## config.mk

```make
export PLATFORM = sky130hd
export DESIGN_NAME = fft_sequencer
export DESIGN_NICKNAME = d
export VERILOG_FILES = /design/src/rtl/fft_sequencer.sv
export SDC_FILE = /design/constraint.sdc
export NUM_CORES = 1
export LEC_CHECK = 0
export CAP_MARGIN = 10
export CORE_MARGIN = 2
export CORE_UTILIZATION = 29
export DETAILED_ROUTE_END_ITERATION = 10
export PLACE_DENSITY_LB_ADDON = 0.08
export RECOVER_POWER = 50
export SLEW_MARGIN = 0
export SYNTH_ARGS = -nofsm -noshare
export SYNTH_HDL_FRONTEND = slang
export SYNTH_SLANG_ARGS = --single-unit
export TNS_END_PERCENT = 5
```

## constraint.sdc

```tcl
create_clock -name clk -period 4.7 [get_ports clk]
set_clock_uncertainty 0.1 [all_clocks]
set_input_delay 0.705 -clock clk [delete_from_list [all_inputs] [get_ports clk]]
set_output_delay 0.705 -clock clk [all_outputs]
set_load 0.02 [all_outputs]
```

## src/rtl/fft_sequencer.sv

```systemverilog
// Address/control sequencer for an in-place radix-2 DIT FFT: walks stages and
// butterflies, issues sample and twiddle addresses over valid/ready, drains between stages.
module fft_sequencer #(
  parameter int unsigned LOG2N      = 10,
  parameter int unsigned PIPE_DEPTH = 4
) (
  input  logic             clk,
  input  logic             reset,
  input  logic             start,
  input  logic             bf_ready,
  output logic             bf_valid,
  output logic [LOG2N-1:0] addr_a,
  output logic [LOG2N-1:0] addr_b,
  output logic [LOG2N-2:0] tw_addr,
  output logic [3:0]       stage,
  output logic             busy,
  output logic             done
);

  localparam int unsigned BW         = LOG2N - 1;
  localparam logic [3:0]  LAST_STAGE = 4'(LOG2N - 1);
  localparam logic [3:0]  DRAIN_INIT = 4'(PIPE_DEPTH);

  typedef enum logic [1:0] {S_IDLE, S_RUN, S_DRAIN, S_DONE} state_e;

  state_e        state_q, state_d;
  logic [3:0]    stage_q, stage_d;
  logic [BW-1:0] b_q, b_d;
  logic [3:0]    cnt_q, cnt_d;

  // NOTE: state registers use non-blocking assignments so every flop samples pre-edge values.
  always_ff @(posedge clk or posedge reset) begin
    if (reset) begin
      state_q <= S_IDLE;
      stage_q <= '0;
      b_q     <= '0;
      cnt_q   <= '0;
    end else begin
      state_q <= state_d;
      stage_q <= stage_d;
      b_q     <= b_d;
      cnt_q   <= cnt_d;
    end
  end

  // NOTE: every next-state signal gets a default first so no latch is inferred.
  always_comb begin
    state_d = state_q;
    stage_d = stage_q;
    b_d     = b_q;
    cnt_d   = cnt_q;
    unique case (state_q)
      S_IDLE: begin
        if (start) begin
          state_d = S_RUN;
          stage_d = '0;
          b_d     = '0;
        end
      end
      S_RUN: begin
        if (bf_ready) begin
          if (b_q == '1) begin
            state_d = S_DRAIN;
            cnt_d   = DRAIN_INIT;
          end else begin
            b_d = b_q + 1'b1;
          end
        end
      end
      S_DRAIN: begin
        cnt_d = cnt_q - 4'd1;
        if (cnt_q == 4'd1) begin
          if (stage_q == LAST_STAGE) begin
            state_d = S_DONE;
          end else begin
            state_d = S_RUN;
            stage_d = stage_q + 4'd1;
            b_d     = '0;
          end
        end
      end
      S_DONE: begin
        state_d = S_IDLE;
        stage_d = '0;
      end
      default: state_d = S_IDLE;
    endcase
  end

  // Butterfly b of a stage: a zero bit is inserted into b at bit position 'stage'.
  logic [LOG2N-1:0] b_ext, span, pos, addr_a_raw;
  logic [BW-1:0]    tw_full;
  logic [3:0]       tw_sh;
  logic             run;

  always_comb begin
    b_ext      = {1'b0, b_q};
    span       = {{(LOG2N-1){1'b0}}, 1'b1} << stage_q;
    pos        = b_ext & (span - 1'b1);
    addr_a_raw = ((b_ext >> stage_q) << ({1'b0, stage_q} + 5'd1)) | pos;
    tw_sh      = LAST_STAGE - stage_q;
    tw_full    = pos[BW-1:0] << tw_sh;
    run        = (state_q == S_RUN);
  end

  assign bf_valid = run;
  assign addr_a   = run ? addr_a_raw        : '0;
  assign addr_b   = run ? addr_a_raw + span : '0;
  assign tw_addr  = run ? tw_full           : '0;
  assign stage    = stage_q;
  assign busy     = (state_q != S_IDLE);
  assign done     = (state_q == S_DONE);

endmodule

```

==> impl_metrics.csv, run 1 <==
group,metric,value,unit
run_status,status,"completed",
critical_path,required,3890,ps
critical_path,worstPathMaxFanout,6,
clocking,cts-root-buf,"clkbuf_8",
sta,period_share,0.975,
clocking,cts_hold_buffers,0,
power,p_per_area,474,nW/µm²
clocking,cts_tree,"built",
critical_path,path_cells,"buf_2 -> mux2i_1 -> o32a_1 -> buf_4 -> nand2_1 -> nand2_1 -> buf_4 -> mux4_2 -> o21ai_2 -> ha_1 -> a21o_1 -> a21oi_1 -> nor2_1 -> nor2_1 -> o31ai_4 -> xnor2_1 -> nor2_2 -> buf_2",
global_routing,antenna_found_initial,0,
clocking,cts.sinks,19,
critical_path,end_kind,"primary output",
critical_path,slowest_delay,480,ps
clocking,cts_buffers,3,
logic_synthesis,ys_top_cells_by_count,"61 x nand2_1, 30 x o21ai_0, 27 x ha_1",
route,wl_per_cell,16.0,µm
global_routing,globalRouteOverflowTotal,0,
global_routing,grt_pass1_vias,3411,
logic_synthesis,synth.avg_cell_area,7.46,µm²
placement,io_buffers,39,
placement,hpwl,8790,µm
power,power.share.clock,0.055,
power,p_total,2.15,mW
final_layout,fin_nets,579,
logic_synthesis,ys_types,72,
floorplan,core,10800,µm²
clocking,h-tree-depth,1,
placement,place_ws,-215,ps
power,swShare,0.505,
logic_synthesis,yosysWarnings,0,
worst_hold_path,holdPathEnd,"cnt_q[1]$_DFFE_PP0P_",
route,wl,11000,µm
floorplan,die_w,109,µm
sta,setup_ws,117,ps
critical_path,startpoint_type,"flop",
final_layout,final_util,0.420,
floorplan,die_area,11900,µm²
logic_synthesis,synth_area_leaders,"dfrtp_1 15%, ha_1 11%, nand2_1 7.1%, o21ai_0 4.7%, mux4_2 4.2%",
sta,tightest_slew,755,ps
logic_synthesis,async_reset_ff_frac,1.00,
floorplan,num_rows,38,
floorplan,die_h,109,µm
global_routing,grt_max_degree,20,
route,drt-initial-drc-count,202,
sta,period_needed,4580,ps
clocking,clockBufferDepth,2,
route,num_vias,3552,
worst_hold_path,min_delay_path_depth,2,
sta,setup_viol,0,
route,dr.pass1.iters,4,
sta,fmax,218,MHz
logic_synthesis,yosys.area.top_type,"dfrtp_1",
clocking,clk_latency,260,ps
final_layout,nFillCells,1146,
floorplan,boundaryPins,40,
logic_synthesis,syn_area,3210,µm²
final_layout,drive_gt1_frac,0.289,
final_layout,area.growth.synth_to_final,41.2,%
sta,whs,428,ps
final_layout,antenna_cells,0,
logic_synthesis,syn_nets,462,
power,power.switching,1.08,mW
critical_path,critPathKind,"reg -> out",
logic_synthesis,synth-edff-count,0,
critical_path,reg2reg_from,"b_q[0]$_DFFE_PP0P_",
route,postRouteAntennaNets,0,
logic_synthesis,synth_cells,430,
route,route.detailed.drc,0,
global_routing,grt_usage,0.192,
power,power_leakage,2.04,nW
logic_synthesis,yosysSeqAreaShare,0.148,
floorplan,start_util,0.297,
power,ir_drop,0.315,mV
logic_synthesis,synth-seq-cells,19,
sta,rsz0062_at_grt,"true",
sta,timing.final.hold_violations,0,
placement,place_congestion,0.990,
power,p_int,1.06,mW
worst_hold_path,holdCritPathClass,"reg -> reg",
logic_synthesis,yosysMostFrequentCell,"nand2_1",
critical_path,r2r_slack,1730,ps
critical_path,crit_path_top_delay_cell,"mux4_2",
sta,setup_tns,0,ps
logic_synthesis,synth_top_area_frac,0.148,
sta,slew_viol_final,0,
worst_hold_path,min_from,"cnt_q[1]$_DFFE_PP0P_",
power,combinationalPowerShare,0.832,
clocking,cts.clk_slew.worst_paths,70,ps
logic_synthesis,ys.flop_type,"dfrtp_1",
critical_path,reg2reg_to,"b_q[0]$_DFFE_PP0P_",
critical_path,reg2regPathDepth,11,
sta,slew_headroom,0.496,
critical_path,crit_arrival,3780,ps
global_routing,grt_pass1_wl,17900,µm
route,viasPerCell,5.18,
run,drv_cap,0,
power,pwr-share-seq,0.113,
[flip-flops by register name (all words and copies together), names as in the netlist]
signal,cells
cnt_q,4
b_q,9
stage,4
state_q,2
[worst max path at each step]
stage                    startpoint        end  slack (ps)  cells after the start
2_1_floorplan  stage[1]$_DFFE_PP0P_  addr_b[5]           3                     19
3_3_place_gp   stage[0]$_DFFE_PP0P_  addr_b[5]        -140                     15
3_5_place_dp   stage[0]$_DFFE_PP0P_  addr_b[5]        -210                     16
4_1_cts        stage[0]$_DFFE_PP0P_  addr_b[5]          50                     16
5_1_grt        stage[0]$_DFFE_PP0P_  addr_b[9]        -120                     20
6_report       stage[0]$_DFFE_PP0P_  addr_b[9]         120                     18
[area by class of cell]
type	instances	area (µm²)	area share
well taps	140	175	0.0387
flip-flops and latches	19	478	0.106
multi-input cells	355	2590	0.571
repair buffers	143	1150	0.254
clock buffers	4	45.0	0.00994
inverters	25	93.8	0.0207
[layer usage]
layer | global-route usage | part of all wire
met2 | 0.300 | 0.43
met1 | 0.280 | 0.49
met4 | 0.0497 | 0.026
met3 | 0.0191 | 0.048
met5 | 0 | 0
[kinds of logic (layout without fill, tap and decap cells)]
kind of cell	count (synthesis)	after routing	share of synthesized area
flops	19	19	0.148
xor+xnor	14	14	0.0382
mux	26	26	0.109
simple gates	168	168	0.258
fa+ha+maj	28	28	0.112
buf+inv	56	172	0.0792
compound gates	119	119	0.256
[cell usage in the layout, fill, tap and decap left out, types with 3 or more instances in the layout]
master,Yosys,layout
ha_1,27,24
nand4_1,3,3
a21o_1,6,6
nand3_1,21,21
a21oi_1,19,19
nor3_1,5,5
buf_4,1,101
inv_1,21,20
nor4_1,4,3
mux2i_1,12,12
dfrtp_1,19,17
o31ai_1,8,6
clkbuf_8,0,3
o21ai_1,4,8
nor2_2,0,3
o211ai_1,4,4
clkinv_1,3,3
nand2_1,61,61
and2_1,17,16
and3_1,6,6
xor2_1,4,4
nor2b_1,7,7
dlygate4sd3_1,0,6
o21ai_0,30,25
mux4_2,6,6
a22o_1,3,3
xnor2_1,10,10
clkdlybuf4s50_1,0,26
nor2_1,25,22
o21bai_1,3,3
buf_2,14,7
mux2_2,7,7
a31oi_1,10,10
nand2b_1,7,6
[metrics by stage]
stage | instance area [µm²] | std cells
finish | 4530 | 686
global route | 4530 | 686
CTS | 4480 | 684
detailed placement | 4370 | 676
global placement | 4370 | 676
floorplan | 3220 | 430
[power groups by stage]
stage	Sequential [mW]	Clock (mW)	Combinational, mW
floorplan	0.254	0	1.00
CTS	0.242	0.122	1.76
detailed placement	0.249	0	1.70
global route	0.250	0.132	1.97
global placement	0.249	0	1.69
finish	0.242	0.118	1.79
[repair_timing]
action,in CTS,in global routing
gates cloned,0,0
endpoints found under the setup margin,7,8
pin swaps,3,9
endpoints found under the hold margin,0,0
setup buffers,4,2
gates resized for setup,38,13
[critical path: cells and delay by family, from the launching register on]
kind,cells,cell delay [ps]
compound gates,5,960
xor+xnor,1,170
fa+ha+maj,1,260
buf+inv,4,680
flops,1,450
mux,2,600
simple gates,5,430
Power figures use the tool's default switching activity.
==> inputs of run 2 (changes only) <==
Settings changed: SKIP_LAST_GASP set to 1.
==> run 2 against run 1 <==
Effect of this change: worst setup slack got worse by 25 ps; sequential power barely moved; via count rose by 0.23%; clock-buffer cell count did not move; utilization barely moved; design area barely moved; worst hold slack barely moved; largest power group unchanged.
==> impl_metrics.csv, run 2 (synthesis gave the netlist of run 1 again) <==
group,metric,value,unit
run_status,status,"completed",
critical_path,cp-startpoint,"stage[0]$_DFFE_PP0P_",
critical_path,reg2reg_from,"b_q[0]$_DFFE_PP0P_",
critical_path,setup.worst_path.end,"addr_b[4]",
global_routing,grt_usage,0.192,
placement,hpwl,8790,µm
route,viasPerCell,5.19,
critical_path,crit_cells,18,
placement,io_buffers,39,
final_layout,antenna_cells,0,
sta,rsz0062_at_grt,"true",
critical_path,r2r_slack,1740,ps
global_routing,grt_pass1_wl,17900,µm
power,power_leakage,2.02,nW
critical_path,critPathKind,"reg -> out",
route,num_vias,3560,
global_routing,grtUsageMet1,0.280,
run,drv_cap,0,
global_routing,antenna_found_initial,0,
sta,slew_viol_final,0,
global_routing,grt_pass1_vias,3411,
floorplan,start_util,0.297,
power,p_int,1.06,mW
final_layout,area.growth.synth_to_final,41.1,%
sta,timing.final.hold_violations,0,
power,combinationalPowerShare,0.832,
sta,setup_ws,91.9,ps
critical_path,reg2reg_to,"b_q[0]$_DFFE_PP0P_",
global_routing,grt_max_degree,20,
final_layout,stdcell_count,686,
final_layout,largest_register_ffs,9,
critical_path,critPathTopFamily,"buffers and inverters",
sta,period_share,0.980,
placement,place_ws,-215,ps
power,swShare,0.505,
floorplan,num_rows,38,
power,power.switching,1.08,mW
worst_hold_path,holdCritPathClass,"reg -> reg",
placement,place_congestion,0.990,
critical_path,critPathBufInv,6,
floorplan,die_h,109,µm
clocking,cts-root-buf,"clkbuf_8",
clocking,cts.sinks,19,
critical_path,required,3890,ps
power,power.share.clock,0.055,
final_layout,fin_nets,579,
final_layout,top_register,"b_q",
sta,fmax,217,MHz
clocking,cts.clk_slew.worst_paths,70,ps
final_layout,nFillCells,1145,
final_layout,drive_gt1_frac,0.288,
critical_path,crit_arrival,3800,ps
critical_path,slowest_delay,450,ps
critical_path,worstPathMaxFanout,6,
clocking,cts_buffers,3,
critical_path,reg2regPathDepth,11,
critical_path,startpoint_type,"flop",
power,ir_drop,0.314,mV
global_routing,grtUsageMet3,0.0191,
floorplan,boundaryPins,40,
route,wl_per_cell,16.1,µm
floorplan,die_area,11900,µm²
global_routing,globalRouteOverflowTotal,0,
route,drt-initial-drc-count,199,
sta,slew_headroom,0.498,
power,pwr-share-seq,0.113,
critical_path,crit_path_top_delay_cell,"dfrtp_2",
global_routing,top_usage_layer,"met2",
clocking,clockBufferDepth,2,
route,wl,11000,µm
global_routing,grt_use_met2,0.300,
final_layout,layout_commonest_cell,"buf_4",
clocking,h-tree-depth,1,
floorplan,die_w,109,µm
critical_path,crit_path_frequent_cell,"buf_4",
placement,dp_cells,676,
sta,setup_viol,0,
final_layout,final_cell_mix,"101 x buf_4, 61 x nand2_1, 27 x clkdlybuf4s50_1",
sta,tightest_slew,753,ps
route,dr.pass1.iters,5,
route,route.detailed.drc,0,
clocking,cts_hold_buffers,0,
critical_path,end_kind,"primary output",
sta,period_needed,4610,ps
clocking,cts_tree,"built",
route,postRouteAntennaNets,0,
clocking,clk_latency,260,ps
critical_path,path_cells,"buf_2 -> buf_4 -> mux2_4 -> a32oi_2 -> buf_4 -> nand2_1 -> nand2_1 -> o31ai_2 -> ha_1 -> fa_1 -> and3_1 -> a221o_1 -> nor3_2 -> buf_4 -> buf_4 -> xnor2_1 -> nor2_1 -> buf_2",
power,p_per_area,474,nW/µm²
floorplan,core,10800,µm²
run 2: cell types whose count changed in the layout (fill, tap and decap cells not counted):
| cell | previous run | this run |
|---|---|---|
| o21ai_0 | 25 | 26 |
| ha_1 | 24 | 25 |
| dlymetal6s2s_1 | 1 | 0 |
| clkdlybuf4s50_1 | 26 | 27 |
| a21oi_2 | 0 | 1 |
| fa_2 | 1 | 0 |
| ha_2 | 2 | 1 |
| fa_1 | 0 | 1 |
| o21ai_1 | 8 | 7 |
| a21oi_1 | 19 | 18 |
run 2: worst min path at each step:
stage	from	to	cells past startpoint
final	cnt_q[1]$_DFFE_PP0P_	cnt_q[1]$_DFFE_PP0P_	2
after global routing	cnt_q[1]$_DFFE_PP0P_	cnt_q[1]$_DFFE_PP0P_	2
after CTS	cnt_q[1]$_DFFE_PP0P_	cnt_q[1]$_DFFE_PP0P_	2
after detailed placement	cnt_q[1]$_DFFE_PP0P_	cnt_q[1]$_DFFE_PP0P_	2
after global placement	cnt_q[1]$_DFFE_PP0P_	cnt_q[1]$_DFFE_PP0P_	2
after floorplan	cnt_q[1]$_DFFE_PP0P_	cnt_q[1]$_DFFE_PP0P_	2
run 2: power groups by stage:
stage | Sequential (mW) | Clock [mW] | Combinational (mW)
floorplan | 0.254 | 0 | 1.00
global placement | 0.249 | 0 | 1.69
detailed placement | 0.249 | 0 | 1.70
CTS | 0.242 | 0.122 | 1.76
global route | 0.250 | 0.132 | 1.97
finish | 0.242 | 0.118 | 1.78
run 2: worst register-to-register path, delay by kind of cell (launching register included):
family	cells	cell delay, ps
flip-flops	1	340
AO/OA/AOI/OAI	2	180
adder cells (fa/ha/maj)	2	480
buffers and inverters	1	400
AND/OR/NAND/NOR	6	1320
run 2: final cells by class:
type | instances | area [µm²] | share of cell area
well taps | 140 | 175 | 0.0387
repair buffers | 143 | 1150 | 0.254
inverters | 25 | 93.8 | 0.0207
multi-input cells | 355 | 2590 | 0.571
flip-flops and latches | 19 | 478 | 0.106
clock buffers | 4 | 45.0 | 0.00995
run 2: per-stage QoR:
step / cell area (µm²) / total power [mW] / hold slack [ps] / setup TNS, ps / util
floorplan: 3220 / 1.26 / 373 / 0 / -
global placement: 4370 / 1.94 / 414 / -700 / 0.405
detailed placement: 4370 / 1.95 / 415 / -1060 / 0.405
CTS: 4490 / 2.13 / 431 / -5.13 / 0.416
global route: 4530 / 2.35 / 505 / -515 / 0.419
finish: 4530 / 2.14 / 428 / 0 / 0.419
run 2: what timing repair did:
item | in CTS | in global routing
pin swaps | 3 | 9
endpoints found under the setup margin | 7 | 8
gates resized for setup | 37 | 11
buffers inserted | 4 | 2
hold endpoints to repair | 0 | 0
run 2: per-layer routing:
layer  vias to the layer above  share of wire  routed length, µm
li1                       1781              -                  -
met4                         0          0.024                264
met1                      1675           0.50               5470
met2                        93           0.44               4810
met3                        11          0.043                469
met5                         -              0                  0
